### src/rtl/key_req_latch8_pkg.sv
// Shared constants and helpers for the key request latch front-end.
package key_req_latch8_pkg;

  localparam int unsigned N_LINES   = 8;
  localparam int unsigned IDX_W     = 3;
  localparam int unsigned CNT_OUT_W = 4;
  localparam logic [N_LINES:1] IDLE_BUS = 8'hFF;

  typedef logic [N_LINES:1] line_vec_t;

  function automatic logic [CNT_OUT_W-1:0] popcount(input line_vec_t v);
    logic [CNT_OUT_W-1:0] s;
    s = '0;
    for (int unsigned i = 1; i <= N_LINES; i++) begin
      s = s + CNT_OUT_W'(v[i]);
    end
    return s;
  endfunction

endpackage

### src/rtl/key_req_latch8_if.sv
// Request/acknowledge bus between the raw key lines, the latch and its consumer.
interface key_req_latch8_if;
  import key_req_latch8_pkg::*;

  logic [N_LINES:1]   raw_n;
  logic               ack_valid;
  logic [IDX_W-1:0]   ack_idx;
  logic [N_LINES:1]   w;
  logic [CNT_OUT_W-1:0] pend_cnt;
  logic               dup_pulse;

  modport master (
    output raw_n, ack_valid, ack_idx,
    input  w, pend_cnt, dup_pulse
  );

  modport slave (
    input  raw_n, ack_valid, ack_idx,
    output w, pend_cnt, dup_pulse
  );

endinterface

### src/rtl/key_req_latch8_debounce_cell.sv
// One request line: 2-flop synchroniser, debounce counter and stable level.
module key_req_latch8_debounce_cell #(
  parameter int unsigned DEBOUNCE_CYCLES = 4,
  parameter int unsigned CNT_W           = 8
) (
  input  logic clk,
  input  logic rst_n,
  input  logic raw_n_bit,
  output logic stable,
  output logic press
);

  localparam logic [CNT_W-1:0] LAST = CNT_W'(DEBOUNCE_CYCLES - 1);

  logic             r_sync1;
  logic             r_sync2;
  logic             r_stable;
  logic [CNT_W-1:0] r_cnt;
  logic             w_differ;
  logic             w_accept;

  assign w_differ = (r_sync2 != r_stable);
  assign w_accept = w_differ && (r_cnt == LAST);

  always_ff @(posedge clk or negedge rst_n) begin
    if (!rst_n) begin
      r_sync1  <= 1'b1;
      r_sync2  <= 1'b1;
      r_stable <= 1'b1;
      r_cnt    <= '0;
    end else begin
      r_sync1 <= raw_n_bit;
      r_sync2 <= r_sync1;
      if (!w_differ) begin
        r_cnt <= '0;
      end else if (w_accept) begin
        r_stable <= r_sync2;
        r_cnt    <= '0;
      end else begin
        r_cnt <= r_cnt + CNT_W'(1);
      end
    end
  end

  // Press is flagged on the very edge that moves stable from 1 to 0.
  assign press  = w_accept && !r_sync2;
  assign stable = r_stable;

endmodule

### src/rtl/key_req_latch8.sv
// Debounces 8 active-low request lines and holds each press pending until acknowledged.
module key_req_latch8
  import key_req_latch8_pkg::*;
#(
  parameter int unsigned DEBOUNCE_CYCLES = 4,
  parameter int unsigned CNT_W           = 8
) (
  input logic             clk,
  input logic             rst_n,
  key_req_latch8_if.slave bus
);

  line_vec_t w_press;
  line_vec_t w_stable;
  line_vec_t w_ack_hit;
  line_vec_t r_pend;
  logic      r_dup;

  for (genvar g = 1; g <= N_LINES; g++) begin : g_line
    key_req_latch8_debounce_cell #(
      .DEBOUNCE_CYCLES(DEBOUNCE_CYCLES),
      .CNT_W          (CNT_W)
    ) u_cell (
      .clk      (clk),
      .rst_n    (rst_n),
      .raw_n_bit(bus.raw_n[g]),
      .stable   (w_stable[g]),
      .press    (w_press[g])
    );
  end

  always_comb begin
    w_ack_hit = '0;
    for (int unsigned i = 1; i <= N_LINES; i++) begin
      w_ack_hit[i] = bus.ack_valid && (bus.ack_idx == IDX_W'(i - 1));
    end
  end

  // Set beats clear; a press on a line being acked this cycle is not a duplicate.
  always_ff @(posedge clk or negedge rst_n) begin
    if (!rst_n) begin
      r_pend <= '0;
      r_dup  <= 1'b0;
    end else begin
      r_pend <= (r_pend & ~w_ack_hit) | w_press;
      r_dup  <= |(w_press & r_pend & ~w_ack_hit);
    end
  end

  assign bus.w         = ~r_pend;
  assign bus.pend_cnt  = popcount(r_pend);
  assign bus.dup_pulse = r_dup;

  a_press_from_released : assert property (
    @(posedge clk) disable iff (!rst_n) (w_press & ~w_stable) == '0
  );

endmodule
### src/flat_wrapper.sv
// flat-port wrapper written by rule: the top's interface ports become plain ports
module key_req_latch8_flat import key_req_latch8_pkg::*;
#(
  parameter int unsigned DEBOUNCE_CYCLES = 4,
  parameter int unsigned CNT_W           = 8
)
  (clk, rst_n, bus_raw_n, bus_ack_valid, bus_ack_idx, bus_w, bus_pend_cnt, bus_dup_pulse);
  key_req_latch8_if bus_i ();
  input logic clk;
  input logic rst_n;
  input wire logic [$bits(bus_i.raw_n)-1:0] bus_raw_n;
  input wire logic [$bits(bus_i.ack_valid)-1:0] bus_ack_valid;
  input wire logic [$bits(bus_i.ack_idx)-1:0] bus_ack_idx;
  output wire logic [$bits(bus_i.w)-1:0] bus_w;
  output wire logic [$bits(bus_i.pend_cnt)-1:0] bus_pend_cnt;
  output wire logic [$bits(bus_i.dup_pulse)-1:0] bus_dup_pulse;
  assign bus_i.raw_n = bus_raw_n;
  assign bus_i.ack_valid = bus_ack_valid;
  assign bus_i.ack_idx = bus_ack_idx;
  assign bus_w = bus_i.w;
  assign bus_pend_cnt = bus_i.pend_cnt;
  assign bus_dup_pulse = bus_i.dup_pulse;
  key_req_latch8 #(.DEBOUNCE_CYCLES(DEBOUNCE_CYCLES), .CNT_W(CNT_W)) u_core (.clk(clk), .rst_n(rst_n), .bus(bus_i));
endmodule
### config.mk
export PLATFORM = sky130hd
export DESIGN_NAME = key_req_latch8_flat
export DESIGN_NICKNAME = d
export VERILOG_FILES = /design/src/rtl/key_req_latch8_pkg.sv /design/src/rtl/key_req_latch8_if.sv /design/src/rtl/key_req_latch8_debounce_cell.sv /design/src/rtl/key_req_latch8.sv /design/src/flat_wrapper.sv
export SDC_FILE = /design/constraint.sdc
export NUM_CORES = 1
export LEC_CHECK = 0
export CAP_MARGIN = 20
export CELL_PAD_IN_SITES_DETAIL_PLACEMENT = 2
export CELL_PAD_IN_SITES_GLOBAL_PLACEMENT = 2
export CORE_MARGIN = 2
export CORE_UTILIZATION = 43
export DETAILED_ROUTE_END_ITERATION = 8
export PLACE_DENSITY_LB_ADDON = 0.1
export SETUP_SLACK_MARGIN = 0.2
export SLEW_MARGIN = 30
export SYNTH_ARGS = -nofsm -noshare
export SYNTH_HDL_FRONTEND = slang
export SYNTH_HIERARCHICAL = 1
export SYNTH_SLANG_ARGS = --single-unit
### constraint.sdc
create_clock -name clk -period 9.47 [get_ports clk]
set_clock_uncertainty 0.2 [all_clocks]
set_input_delay 1.4205 -clock clk [delete_from_list [all_inputs] [get_ports clk]]
set_output_delay 1.4205 -clock clk [all_outputs]
set_load 0.005 [all_outputs]
==> impl_metrics.json, run 1 <==
{
  "status": "finished, final reports clean",
  "cp_common_cell": "fa_1",
  "slew_violations": 0,
  "postRouteAntennaNets": 0,
  "cp-startpoint": "u_core/r_pend[0]",
  "cts_sinks": 97,
  "grt_pass1_vias": 3644,
  "cts_hold_buf": 0,
  "async_flop_share": 1.00,
  "synthDistinctLibCells": 29,
  "die_w_um": 107,
  "cp_data_arrival_time_ns": 3.73,
  "dp.cells": 574,
  "drive_above_1_share": 0.148,
  "overflow": 0,
  "n_antenna_cell": 0,
  "cts_setup_buffers": 0,
  "grt_usage": 0.213,
  "cp.required_ns": 7.85,
  "grt_start_max_net_pins": 57,
  "port_buffers": 26,
  "setup_viol": 0,
  "dieArea_mm2": 0.0116,
  "maxCapViolCount": 0,
  "grt_pass1_wl_um": 18700,
  "rsz0062_at_grt": "false",
  "met2_usage": 0.382,
  "clkLatencyLatePin_ns": 0.39,
  "worstSetupPathType": "flip-flop to output pin",
  "power.density_mw_per_mm2": 238,
  "avgSynthCellArea_um2": 11.2,
  "rows": 37,
  "fin_cells": 590,
  "critPathCaptureType": "output pin",
  "placed_cell_area_mm2": 0.00504,
  "hpwl_um": 8000,
  "fillers": 1047,
  "cpPeakStageDelay_ns": 0.55,
  "rr_worst_depth": 6,
  "area_growth_pct": 13.4,
  "synthesis.nets": 448,
  "cts_buffer_depth": 2,
  "first_pass_iters": 4,
  "wl_per_cell_um": 18.6,
  "cts_tree": "yes",
  "synth_ff_type": "dfrtp_1",
  "hold_viol": 0,
  "start_util": 0.444,
  "crit_buf_inv": 4,
  "cp_num_cells": 10,
  "critical_path.top_delay_family": "adder cells",
  "die_h_um": 107,
  "synthCells": 411,
  "synth-edff-count": 0,
  "nets": 486,
  "vias": 3189,
  "routed_wl_um": 11000,
  "core_area_mm2": 0.0104,
  "drc_errors": 0,
  "busiest_layer": "met2",
  "htree_levels": 3,
  "hold_ws_ns": 0.149,
  "post-route-util": 0.503,
  "p_leak_nw": 2.25,
  "met1_usage": 0.250,
  "tns_ns": 0,
  "stdcell_area_mm2": 0.00522,
  "cts_buffers": 9,
  "gp_congestion": 0.726,
  "ctsResizeCount": 0,
  "hold_path_class": "flip-flop to flip-flop",
  "worst_path_max_delay_cell": "fa_1",
  "period_needed_ns": 5.35,
  "synth_seq_cells": 97,
  "fin_crit_sh": 0.565,
  "drt_iter0_markers": 100,
  "start_kind": "flip-flop",
  "slew_headroom": 0.517,
  "yosys_warnings": 6,
  "crit_end": "bus_pend_cnt[2]",
  "hold_depth": 0,
  "root_buffer": "clkbuf_8",
  "fmax_ghz": 0.187,
  "ir_drop_v": 0.000188,
  "ys_seq_area_frac": 0.534,
  "cp_cell_sequence": "inv_1 > fa_1 > fa_1 > fa_1 > inv_1 > ha_1 > inv_1 > fa_1 > xnor2_1 > clkdlybuf4s50_1",
  "r2r_end": "u_core/bus.dup_pulse",
  "clk_pin_slew_ns": 0.09,
  "antenna_found_initial": 0,
  "use_met3": 0.0581,
  "vias_per_cell": 5.41,
  "worst_slew_pin_slew_ns": 0.725,
  "critPathMaxFanout": 3,
  "boundaryPins": 27,
  "synth_area_mm2": 0.00460,
  "rrSetupSlack_ns": 7.29,
  "r2r_start": "u_core/g_line[8].u_cell/r_cnt[0]"
}
## worst min path at each step
stage               slack (ns)                             from                              end
finish                    0.15  u_core/g_line[2].u_cell/r_sync1  u_core/g_line[2].u_cell/r_sync2
global route              0.16  u_core/g_line[2].u_cell/r_sync1  u_core/g_line[2].u_cell/r_sync2
CTS                       0.15  u_core/g_line[2].u_cell/r_sync1  u_core/g_line[2].u_cell/r_sync2
detailed placement        0.15  u_core/g_line[3].u_cell/r_sync1  u_core/g_line[3].u_cell/r_sync2
global placement          0.15  u_core/g_line[1].u_cell/r_sync1  u_core/g_line[1].u_cell/r_sync2
floorplan                 0.15  u_core/g_line[1].u_cell/r_sync1  u_core/g_line[1].u_cell/r_sync2
## per-stage QoR
stage	setup slack (ns)	total power, mW
3_3_place_gp	4.65	0.953
6_report	4.12	1.24
5_1_grt	3.93	1.34
4_1_cts	4.05	1.27
3_5_place_dp	4.49	0.991
2_1_floorplan	5.26	0.807
## placed cells by master (no fill, tap or decap)
cell type        count
nor3b_1              8
fa_1                 4
nand4bb_1            3
o21ai_0             24
or4b_1               1
and2_2               3
and2_1               1
nor2b_1              1
a21oi_2              8
xor2_1               8
nor2_1              40
bufinv_16            1
a21o_2               1
nand4_1              9
clkdlybuf4s50_1     25
inv_1               31
nand3_1             24
dfstp_2             24
nand4b_1             4
buf_4                2
nor4b_2              8
clkbuf_1             3
xnor2_1             25
dfrtp_1             73
a32oi_1              3
nand2_1             16
a21o_1              15
or3_1               24
mux2_4               8
ha_1                19
clkinv_2             3
nor3_1               8
clkbuf_8             9
a21oi_1             17
a32o_1               1
## kinds of logic after synthesis
| family | after synthesis | synth area share |
|---|---|---|
| buf+inv | 31 | 0.0253 |
| flops | 97 | 0.534 |
| fa+ha+maj | 23 | 0.0690 |
| compound gates | 69 | 0.0940 |
| simple gates | 150 | 0.189 |
| xor+xnor | 33 | 0.0628 |
| mux | 8 | 0.0261 |
## state kept, by name, summed over array words and instances, names as in the netlist
register / count
u_core/bus.dup_pulse: 1
u_core/g_line.u_cell/r_cnt: 64
u_core/g_line.u_cell/r_sync1: 8
u_core/g_line.u_cell/r_sync2: 8
u_core/g_line.u_cell/stable: 8
u_core/r_pend: 8
## where the power goes
part | total [mW] | switching, mW | internal, mW
Clock | 0.264 | 0.143 | 0.121
Sequential | 0.581 | 0.0817 | 0.499
Combinational | 0.395 | 0.199 | 0.196
## worst register-to-register path: stages (launching register included)
cell and delay, ns:
dfrtp_1 0.43, ha_1 0.22, nor4b_2 0.34, nand2_1 0.17, nor3b_1 0.44, a32oi_1 0.20, nand4b_1 0.14
## synth_stat cells (9+ instances only)
cell type  number  area [um^2]
dfrtp_1        73         1830
nor2_1         40          150
inv_1          31          116
xnor2_1        25          219
dfstp_2        24          631
nand3_1        24          120
o21ai_0        24          120
or3_1          24          150
ha_1           19          238
a21oi_1        17         85.1
nand2_1        16         60.1
a21o_1         15          113
nand4_1         9         56.3
## routing by layer
metal  part of all wire  wire length, um
met1               0.42             4610
met2               0.54             5930
met3              0.027              299
met4              0.012              127
met5                  0                0
## final cells by class
cell class | count | area (um^2) | area share
tap | 136 | 170 | 0.0326
timing repair buffer | 27 | 265 | 0.0508
sequential | 97 | 2460 | 0.471
multi-input combinational | 283 | 2030 | 0.389
clock inverter | 4 | 45.0 | 0.00863
inverter | 31 | 116 | 0.0223
clock buffer | 12 | 135 | 0.0259
Note: power is estimated with default switching activity, not from simulation.
==> run 2, diff against run 1 <==
- CORE_UTILIZATION: 43 -> 36
- clock period: 9.47 -> 4.7 ns (I/O delays scaled with it)
==> run 2 against run 1 <==
Effect of this change:
- core utilization is 7.5 points lower
- combinational power is 94% higher
- register-to-register slack lost 4.7 ns
- non-clock buffer count up 2
- worst hold slack got worse by 0.061 ns
- first-iteration DRC count decreased by 16%
- cell count increased by 6.4%
- critical endpoint unchanged
- largest cell class unchanged
- highest routed layer unchanged
==> impl_metrics.json, run 2 (synthesis gave the netlist of run 1 again) <==
{
  "status": "finished, final reports clean",
  "dieArea_mm2": 0.0137,
  "setup_viol": 0,
  "crit_buf_inv": 4,
  "core_area_mm2": 0.0126,
  "postRouteAntennaNets": 0,
  "cts_buffers": 9,
  "hold_ws_ns": 0.0880,
  "largest_register_ffs": 64,
  "regMostFlops": "u_core/g_line.u_cell/r_cnt",
  "cts_buffer_depth": 2,
  "critPathCaptureType": "output pin",
  "start_util": 0.366,
  "cp_common_cell": "fa_1",
  "critical_path.top_delay_family": "adder cells",
  "fin_crit_sh": 0.899,
  "clkLatencyLatePin_ns": 0.35,
  "slew_violations": 0,
  "hold_path_class": "input port to async pin",
  "mostFrequentLayoutCell": "dfrtp_1",
  "cts_sinks": 97,
  "n_antenna_cell": 0,
  "cp_data_arrival_time_ns": 3.32,
  "antenna_found_initial": 0,
  "fmax_ghz": 0.237,
  "drc_errors": 0,
  "r2r_start": "u_core/g_line[1].u_cell/r_cnt[0]",
  "finalPower_mw": 2.61,
  "multi_input_area_mm2": 0.00203,
  "routed_wl_um": 10100,
  "hpwl_um": 7550,
  "wl_per_cell_um": 16.0,
  "ir_drop_v": 0.000194,
  "area.sequential_mm2": 0.00246,
  "period_needed_ns": 4.23,
  "rsz0062_at_grt": "false",
  "grt_pass1_vias": 3454,
  "worstSetupPathType": "flip-flop to output pin",
  "clk_pin_slew_ns": 0.06,
  "fin_cells": 628,
  "die_w_um": 117,
  "dp.cells": 611,
  "rrSetupSlack_ns": 2.55,
  "boundaryPins": 27,
  "overflow": 0,
  "cts_hold_buf": 0,
  "critPathMaxFanout": 2,
  "vias": 3163,
  "slew_headroom": 0.704,
  "cts_tree": "yes",
  "root_buffer": "clkbuf_16",
  "rows": 41,
  "p_leak_nw": 2.31,
  "gp_congestion": 0.750,
  "htree_levels": 3,
  "fillers": 1319,
  "drt_iter0_markers": 84,
  "tns_ns": 0,
  "cpPeakStageDelay_ns": 0.56,
  "r2r_end": "u_core/bus.dup_pulse",
  "area_growth_pct": 17.0,
  "grt_pass1_wl_um": 17300,
  "grt_start_max_net_pins": 46,
  "vias_per_cell": 5.04,
  "worst_slack_ns": 0.472,
  "die_h_um": 117,
  "rr_worst_depth": 7,
  "final_cell_mix": "dfrtp_1 (73), nor2_1 (40), inv_1 (29), xnor2_1 (25)",
  "power.density_mw_per_mm2": 485,
  "pre_cts_ws_ns": 0.521,
  "maxCapViolCount": 0,
  "cp_cell_sequence": "inv_1 > fa_1 > fa_1 > fa_1 > inv_1 > ha_1 > inv_1 > fa_1 > xnor2_1 > dlygate4sd2_1",
  "grt_usage": 0.167,
  "nets": 488,
  "drive_above_1_share": 0.154,
  "hold_viol": 0,
  "worst_slew_pin_slew_ns": 0.444,
  "port_buffers": 26,
  "worst_path_max_delay_cell": "fa_1",
  "start_kind": "flip-flop",
  "cp.required_ns": 3.80,
  "first_pass_iters": 4
}
[run 2: area by class of cell]
| type | count | area share |
|---|---|---|
| sequential | 97 | 0.456 |
| multi-input combinational | 283 | 0.377 |
| timing repair buffer | 29 | 0.0553 |
| clock buffer | 14 | 0.0472 |
| tap | 172 | 0.0400 |
| inverter | 31 | 0.0216 |
| clock inverter | 2 | 0.00279 |
[run 2: how the worst max path moves through the flow]
stage / from / endpoint / slack (ns) / cells after the start
global route: u_core/r_pend[3] / bus_pend_cnt[1] / 0.31 / 10
detailed placement: u_core/r_pend[0] / bus_pend_cnt[2] / 0.52 / 10
CTS: u_core/r_pend[3] / bus_pend_cnt[2] / 0.42 / 10
global placement: u_core/r_pend[0] / bus_pend_cnt[1] / 0.65 / 10
finish: u_core/r_pend[3] / bus_pend_cnt[2] / 0.47 / 10
floorplan: u_core/r_pend[0] / bus_pend_cnt[1] / 1.21 / 9
[run 2: worst reg2reg max path, stage by stage (launching register included)]
cell and delay (ns):
dfrtp_1 0.42, ha_1 0.21, nor4b_2 0.26, nand2_1 0.14, nor3b_1 0.43, and2_2 0.24, a32oi_1 0.05, nand4b_1 0.12
[run 2: what timing repair did]
action | CTS | global route
gates resized for setup | 4 | 0
buffers inserted | 1 | 0
endpoints found under the setup margin | 2 | 0
[run 2: where the power goes]
group | switching (mW) | total, mW | leakage, nW | internal (mW)
Clock | 0.308 | 0.682 | 0.123 | 0.374
Combinational | 0.383 | 0.767 | 0.934 | 0.384
Sequential | 0.154 | 1.16 | 1.25 | 1.01
[run 2: metrics by stage]
step	utilization	cell area (um^2)
floorplan	-	4600
global placement	0.405	5080
detailed placement	0.407	5110
CTS	0.429	5390
global route	0.429	5390
finish	0.429	5390
[run 2: per-layer routing]
metal  track usage  up-vias  routed length, um
met5             0        -                  0
met4        0.0635        0                140
met3        0.0463       11                384
met2         0.275       24               4970
met1         0.210     1620               4560
li1              -     1508                  -
==> run 3, diff against run 2 <==
--- a/config.mk
+++ b/config.mk
@@ -11,4 +11,5 @@
 export CORE_MARGIN = 2
 export CORE_UTILIZATION = 36
+export CTS_BUF_LIST = sky130_fd_sc_hd__clkbuf_16
 export DETAILED_ROUTE_END_ITERATION = 8
 export PLACE_DENSITY_LB_ADDON = 0.1
==> constraint.sdc (replaced) <==
create_clock -name clk -period 4.7 [get_ports clk]
set_clock_uncertainty 0.2 [all_clocks]
set_input_delay 0.705 -clock clk [delete_from_list [all_inputs] [get_ports clk]]
set_output_delay 0.705 -clock clk [all_outputs]
set_load 0.05 [all_outputs]
==> run 3 against run 2 <==
Effect of this change:
- core utilization decreased by 0.17 points
- non-clock buffer count decreased by 2
- critical path depth decreased by 3
- clock-buffer cell count decreased by 5
==> impl_metrics.json, run 3 (synthesis gave the netlist of run 1 again) <==
{
  "clkLatencyLatePin_ns": 0.35,
  "met2_usage": 0.274,
  "antenna_found_initial": 0,
  "busiest_layer": "met2",
  "met1_usage": 0.201,
  "root_buffer": "clkbuf_16",
  "drc_errors": 0,
  "use_met3": 0.0494,
  "hold_viol": 0,
  "cp_common_cell": "fa_1",
  "hold_depth": 0,
  "regMostFlops": "u_core/g_line.u_cell/r_cnt",
  "cp_cell_sequence": "inv_1 > fa_1 > fa_1 > fa_1 > inv_1 > ha_1 > clkdlybuf4s50_1",
  "grt_pass1_wl_um": 17000,
  "rrSetupSlack_ns": 2.52,
  "clk_pin_slew_ns": 0.06,
  "drt_iter0_markers": 119,
  "p_leak_nw": 2.32,
  "pre_cts_ws_ns": 0.666,
  "cpPeakStageDelay_ns": 0.79,
  "status": "finished, final reports clean",
  "worstHoldStart": "u_core/g_line[3].u_cell/r_sync1",
  "cp_data_arrival_time_ns": 3.38,
  "vias": 3147,
  "postRouteAntennaNets": 0,
  "overflow": 0,
  "vias_per_cell": 5.04,
  "period_needed_ns": 4.29,
  "core_area_mm2": 0.0126,
  "nets": 486,
  "r2r_start": "u_core/g_line[1].u_cell/r_cnt[0]",
  "cts_sinks": 97,
  "worst_slack_ns": 0.413,
  "r2r_end": "u_core/bus.dup_pulse",
  "grt_usage": 0.164,
  "wl_per_cell_um": 16.0,
  "power.density_mw_per_mm2": 532,
  "critPathCaptureType": "output pin",
  "cp.required_ns": 3.80,
  "ctsResizeCount": 0,
  "rsz0062_at_grt": "false",
  "rows": 41,
  "worstSetupPathType": "flip-flop to output pin",
  "hpwl_um": 7420,
  "cp_num_cells": 7,
  "setup_viol": 0,
  "area_growth_pct": 16.5,
  "die_h_um": 117,
  "start_kind": "flip-flop",
  "largest_register_ffs": 64,
  "slew_headroom": 0.537,
  "cts_buffers": 9,
  "routed_wl_um": 10000,
  "fin_crit_sh": 0.912,
  "grt_start_max_net_pins": 77,
  "fmax_ghz": 0.233,
  "cts_buffer_depth": 2,
  "cts_tree": "yes",
  "critical_path.top_delay_family": "adder cells",
  "port_buffers": 26,
  "drive_above_1_share": 0.150,
  "dieArea_mm2": 0.0137,
  "die_w_um": 117,
  "ir_drop_v": 0.000181,
  "boundaryPins": 27,
  "min_to": "u_core/g_line[3].u_cell/r_sync2",
  "tns_ns": 0,
  "start_util": 0.366,
  "hold_path_class": "flip-flop to flip-flop",
  "final_cell_mix": "dfrtp_1 (73), nor2_1 (40), inv_1 (33), xnor2_1 (25)",
  "mostFrequentLayoutCell": "dfrtp_1",
  "rr_worst_depth": 7,
  "grt_pass1_vias": 3439,
  "cts_hold_buf": 0,
  "cts_setup_buffers": 0,
  "crit_buf_inv": 3,
  "gp_congestion": 0.743,
  "htree_levels": 3,
  "maxCapViolCount": 0,
  "first_pass_iters": 4,
  "n_antenna_cell": 0,
  "slew_violations": 0,
  "worst_path_max_delay_cell": "clkdlybuf4s50_1",
  "worst_slew_pin_slew_ns": 0.695,
  "critPathMaxFanout": 3
}
## run 3: per-stage QoR
stage	instance area (um^2)	hold WS, ns	util	instances	total power [mW]
2_1_floorplan	4600	0.145	-	411	1.86
3_3_place_gp	5080	0.147	0.404	610	2.14
3_5_place_dp	5080	0.148	0.404	610	2.19
4_1_cts	5360	0.158	0.427	625	2.92
5_1_grt	5370	0.159	0.427	625	3.07
6_report	5370	0.156	0.427	625	2.85
## run 3: report_power, final
group          switching, mW  total (mW)  internal [mW]  leakage (nW)
clock                  0.304       0.706          0.403         0.141
combinational          0.602       0.983          0.381         0.933
sequential             0.157        1.16           1.01          1.25
## run 3: worst max path at each step
stage | startpoint | endpoint | slack [ns]
3_5_place_dp | u_core/r_pend[0] | bus_pend_cnt[3] | 0.67
4_1_cts | u_core/r_pend[0] | bus_pend_cnt[3] | 0.27
6_report | u_core/r_pend[0] | bus_pend_cnt[0] | 0.41
2_1_floorplan | u_core/r_pend[1] | bus_pend_cnt[2] | 0.22
3_3_place_gp | u_core/r_pend[0] | bus_pend_cnt[3] | 0.76
5_1_grt | u_core/r_pend[0] | bus_pend_cnt[0] | 0.27
## run 3: worst reg2reg max path: stages (launching register included)
cell      delay (ns)
dfrtp_1         0.42
ha_1            0.21
nor4b_2         0.27
nand2_1         0.15
nor3b_1         0.43
and2_2          0.23
a32oi_1         0.06
nand4b_1        0.14
## run 3: final cells by class
class	count	area, um^2
Clock buffer	9	225
Clock inverter	6	53.8
Fill cell	1319	7200
Inverter	31	116
Multi-Input combinational cell	283	2030
Sequential cell	97	2460
Tap cell	172	215
Timing Repair Buffer	27	267
## run 3: layer usage
metal	share of wire	routed length [um]	vias to the layer above
met5	0	0	-
met4	0.015	155	0
met3	0.038	377	11
met2	0.50	4970	28
met1	0.45	4520	1613
li1	-	-	1495
